<file path="src/rtl/seven_seg_scan.sv">
`default_nettype none
// ============================================================================
//  Module   : seven_seg_scan
//  Brief    : Time-multiplexed driver for a 4-digit common-anode seven-segment
//             display. Captures a packed BCD word once per scan frame, scans
//             one digit per REFRESH_DIV-cycle slot and optionally blanks
//             leading zeros. All display outputs are registered.
//  Revision : 1.0 - initial release
// ============================================================================
module seven_seg_scan #(
    parameter int REFRESH_DIV = 100000
) (
    input  logic        clk,
    input  logic        reset,
    input  logic [15:0] bcd,
    input  logic        blank_lz,
    input  logic [3:0]  dp,
    output logic [3:0]  an,
    output logic [6:0]  seg,
    output logic        dp_n
);

    localparam int               CNT_W       = $clog2(REFRESH_DIV);
    localparam logic [CNT_W-1:0] c_cnt_max   = CNT_W'(REFRESH_DIV - 1);
    localparam logic [1:0]       c_last_idx  = 2'd3;
    localparam logic [3:0]       c_an_off    = 4'b1111;
    localparam logic [6:0]       c_seg_off   = 7'b1111111;
    localparam logic [6:0]       c_seg_dash  = 7'b0111111;

    // Prescaler, scan index (the only scan state) and frame shadow register
    logic [CNT_W-1:0] cnt_q, cnt_d;
    logic [1:0]       idx_q, idx_d;
    logic [15:0]      shd_q, shd_d;

    // Registered pin drivers
    logic [3:0]       an_q, an_d;
    logic [6:0]       seg_q, seg_d;
    logic             dp_n_q, dp_n_d;

    logic             tick;
    logic [3:0]       digit;
    logic             blank;

    // Active-low segment pattern {g,f,e,d,c,b,a} for one BCD digit
    function automatic logic [6:0] seg_code(input logic [3:0] val);
        logic [6:0] code;
        case (val)
            4'd0:    code = 7'b1000000;
            4'd1:    code = 7'b1111001;
            4'd2:    code = 7'b0100100;
            4'd3:    code = 7'b0110000;
            4'd4:    code = 7'b0011001;
            4'd5:    code = 7'b0010010;
            4'd6:    code = 7'b0000010;
            4'd7:    code = 7'b1111000;
            4'd8:    code = 7'b0000000;
            4'd9:    code = 7'b0010000;
            default: code = c_seg_dash;
        endcase
        return code;
    endfunction

    // Prescaler wrap, digit advance and once-per-frame BCD capture
    always_comb begin
        tick  = (cnt_q == c_cnt_max);
        cnt_d = tick ? '0 : cnt_q + 1'b1;
        idx_d = tick ? idx_q + 2'd1 : idx_q;
        // Loading on the edge where idx wraps to 0 keeps a frame tear-free
        shd_d = (tick && (idx_q == c_last_idx)) ? bcd : shd_q;
    end

    // Digit selection, leading-zero blanking and next pin values
    always_comb begin
        case (idx_q)
            2'd0:    digit = shd_q[3:0];
            2'd1:    digit = shd_q[7:4];
            2'd2:    digit = shd_q[11:8];
            default: digit = shd_q[15:12];
        endcase

        // A digit is a leading zero only if it and every higher digit are zero
        case (idx_q)
            2'd3:    blank = (shd_q[15:12] == 4'd0);
            2'd2:    blank = (shd_q[15:8]  == 8'd0);
            2'd1:    blank = (shd_q[15:4]  == 12'd0);
            default: blank = 1'b0;
        endcase
        blank = blank && blank_lz;

        if (blank) begin
            an_d   = c_an_off;
            seg_d  = c_seg_off;
            dp_n_d = 1'b1;
        end else begin
            an_d   = ~(4'b0001 << idx_q);
            seg_d  = seg_code(digit);
            dp_n_d = ~dp[idx_q];
        end
    end

    // State and output registers with synchronous reset
    always_ff @(posedge clk) begin
        if (reset) begin
            cnt_q  <= '0;
            idx_q  <= 2'd0;
            shd_q  <= 16'h0000;
            an_q   <= c_an_off;
            seg_q  <= c_seg_off;
            dp_n_q <= 1'b1;
        end else begin
            cnt_q  <= cnt_d;
            idx_q  <= idx_d;
            shd_q  <= shd_d;
            an_q   <= an_d;
            seg_q  <= seg_d;
            dp_n_q <= dp_n_d;
        end
    end

    assign an   = an_q;
    assign seg  = seg_q;
    assign dp_n = dp_n_q;

endmodule
`default_nettype wire

</file>
<file path="config.mk">
export PLATFORM = sky130hd
export DESIGN_NAME = seven_seg_scan
export DESIGN_NICKNAME = d
export VERILOG_FILES = /design/src/rtl/seven_seg_scan.sv
export SDC_FILE = /design/constraint.sdc
export NUM_CORES = 1
export LEC_CHECK = 0
export CORE_ASPECT_RATIO = 1.2
export CORE_MARGIN = 4
export CORE_UTILIZATION = 57
export CTS_CLUSTER_SIZE = 40
export DETAILED_ROUTE_END_ITERATION = 16
export PLACE_DENSITY = 0.84
export SLEW_MARGIN = 5
export SYNTH_ARGS = -nofsm -noshare
export SYNTH_HDL_FRONTEND = slang
export SYNTH_SLANG_ARGS = --single-unit
</file>
<file path="constraint.sdc">
create_clock -name clk -period 4.88 [get_ports clk]
set_input_delay 0.488 -clock clk [delete_from_list [all_inputs] [get_ports clk]]
set_output_delay 0.488 -clock clk [all_outputs]
set_load 0.05 [all_outputs]
</file>
==> metrics.yaml <==
status:
  outcome: "completed"
routing:
  drt_iter0_drc: 162
  num_vias: 1825
  drc: 0
  dr.pass1.iters: 4
  ant_nets: 0
  avgViaCountPerCell: 5.72
  post_drt_wl_per_cell_um: 14.2
  wl_mm: 4.52
pwr:
  p_int_uw: 543
  p_clk_share_pct: 36.0
  seq_power_share_pct: 56.5
  switching_share_pct: 21.5
  ir_drop_v: 0.000203
  combPwrFrac_pct: 7.5
  power.density_nw_per_um2: 269
  power_uw: 692
  p_leak_nw: 0.927
  power.switching_uw: 148
global_route:
  grt_pass1_vias: 1706
  grt_remaining_overflow: 0
  antenna_found_initial: 0
  grt_max_degree: 23
  grt_usage_pct: 19.9
  grt_pass1_wl_mm: 7.50
sta:
  tns_ns: 0
  hold_violations: 0
  min_period_ns: 2.63
  fin_crit_sh_pct: 53.8
  worstMarginPinSlew_ns: 0.772
  max_slew_margin_pct: 48.4
  slew_violations: 0
  layout_setup_ws_ns: 2.25
  finalClockSkew_ns: 0.00570
  finalSetupViolCount: 0
  rsz0062_at_grt: "no"
  max_freq_mhz: 381
finish:
  antennaDiodeCount: 0
  stdcell_area_um2: 2570
  areaGrowthSynthToFinish_pct: 19.9
  final_common_cell: "dfxtp_1"
  nNetsFinal: 298
  drive_above_1_share_pct: 5.62
  stdcell_count: 319
  final_cell_mix: "dfxtp_1, clkdlybuf4s50_1, a21oi_1, nand3_1, nor2_1"
yosys:
  ys.warnings.count: 0
  ys_seq_area_share_pct: 43.8
  async_flop_share_pct: 0
  netlist_area_um2: 2150
  synth-edff-count: 0
  synth.avg_cell_area_um2: 9.02
  ys.flop_type: "dfxtp_1"
  ys_types: 42
  synth_seq_cells: 47
  synth_fp_nets: 270
  syn_inst: 238
critical_path:
  regToRegStartpoint: "idx_q[0]$_SDFFE_PP0P_"
  r2r_end: "seg[3]$_SDFF_PP1_"
  crit_fanout: 22
  cp-start-kind: "flop"
  rrSetupSlack_ns: 2.25
  required_ns: 5.09
  worstSetupPathType: "flop to flop"
  arrival_ns: 2.84
  reg2reg_depth: 6
  end_kind: "flop"
floorplan:
  core_area_um2: 3630
  fp-row-count: 24
  start_util_pct: 59.1
  io_pins: 35
  dieWidth_um: 64.0
  die_area_um2: 4810
  die_h_um: 75.2
clock_network:
  post_cts_buffers: 0
  numCtsBuffers: 5
  cts_sinks: 47
  cts.path.max_buffers: 2
  htree_levels: 2
  post_cts_resized: 0
  insertion_delay_ns: 0.30
  path_clk_slew_ns: 0.08
  postCtsHoldBufs: 0
  cts_tree: "done"
  cts_root_buf: "clkbuf_8"
min_path:
  worstHoldEndpoint: "cnt_q[0]$_SDFF_PP0_"
  hold_start: "cnt_q[0]$_SDFF_PP0_"
  holdPathStages: 1
  hold_path.class: "flop to flop"
placement:
  pre_cts_ws_ns: 2.33
  dp_cells: 311
  gp_congestion: 0.883
  io_buffers: 34
  hpwl_mm: 3.23
  dpl_cell_area_um2: 2470
run:
  cap_violations: 0
[how the worst max path moves through the flow]
| stage | from | end | slack (ns) | depth (start not counted) |
|---|---|---|---|---|
| after CTS | idx_q[0]$_SDFFE_PP0P_ | seg[3]$_SDFF_PP1_ | 2.28 | 6 |
| after global placement | idx_q[0]$_SDFFE_PP0P_ | seg[1]$_SDFF_PP1_ | 2.44 | 7 |
| final | idx_q[0]$_SDFFE_PP0P_ | seg[3]$_SDFF_PP1_ | 2.25 | 6 |
| after floorplan | idx_q[0]$_SDFFE_PP0P_ | seg[5]$_SDFF_PP1_ | 2.94 | 8 |
| after detailed placement | idx_q[0]$_SDFFE_PP0P_ | seg[3]$_SDFF_PP1_ | 2.33 | 6 |
| after global routing | idx_q[0]$_SDFFE_PP0P_ | seg[1]$_SDFF_PP1_ | 1.98 | 7 |
[worst max-delay path, stage by stage (launching register included)]
cell       delay, ns
dfxtp_1         0.45
ha_1            0.69
inv_2           0.33
a21oi_1         0.45
inv_1           0.13
ha_1            0.28
o2111ai_1       0.21
[cell families after synthesis]
logic type | Yosys count | share of synthesized area [%]
and+or+nand+nor | 83 | 21.8
adders and majority gates | 9 | 5.25
xor gates and xnor gates | 12 | 4.90
buffers and inverters | 22 | 5.19
DFF | 47 | 43.8
AOI/OAI and AO/OA | 60 | 16.0
muxes | 5 | 3.03
[metal layers]
layer / vias up / global-route usage [%] / part of all wire (%)
li1: 915 / - / -
met1: 839 / 22.2 / 41
met2: 65 / 37.3 / 53
met3: 6 / 4.33 / 4.8
met4: 0 / 7.43 / 1.1
met5: - / 0 / 0
[layout make-up]
cell class | count | area, um2
clock buffer | 8 | 100
fill | 277 | 1060
inverter | 9 | 33.8
multi-input combinational | 169 | 1090
sequential | 47 | 941
tap | 52 | 65.1
timing repair buffer | 34 | 340
[per-stage QoR]
stage | hold slack (ns) | util, %
finish | 0.439 | 70.8
global route | 0.477 | 70.8
CTS | 0.442 | 70.8
detailed placement | 0.431 | 68.1
global placement | 0.424 | 68.1
floorplan | 0.413 | -
[state kept, by name, indices dropped and copies added, names as in the netlist]
name	cells
cnt_q	17
seg	7
dp_n	1
an	4
shd_q	16
idx_q	2
[cell usage after synthesis, types with 2 or more instances]
master	n	area share (%)
dfxtp_1	47	44
a21oi_1	25	5.8
nand3_1	23	5.4
nor2_1	14	2.4
o21ai_1	13	3.0
nand2_1	12	2.1
o21ai_0	10	2.3
xor2_1	10	4.1
ha_1	9	5.2
nand4_1	9	2.6
inv_1	8	1.4
clkbuf_1	6	1.0
and4_1	5	2.0
a222oi_1	4	1.9
and3_1	4	1.2
buf_6	3	1.6
nor4_1	3	0.87
or3_1	3	0.87
a211oi_1	2	0.70
buf_2	2	0.47
mux2_2	2	1.0
mux2i_1	2	0.93
nor2b_1	2	0.58
xnor2_1	2	0.82
[power by group through the flow]
stage	Combinational (mW)	Sequential, mW	Clock [mW]
floorplan	0.0113	0.413	0
global placement	0.0513	0.400	0
detailed placement	0.0513	0.400	0
CTS	0.0517	0.391	0.254
global route	0.0546	0.392	0.268
finish	0.0516	0.391	0.249
Note: power is estimated with default switching activity, not from simulation.
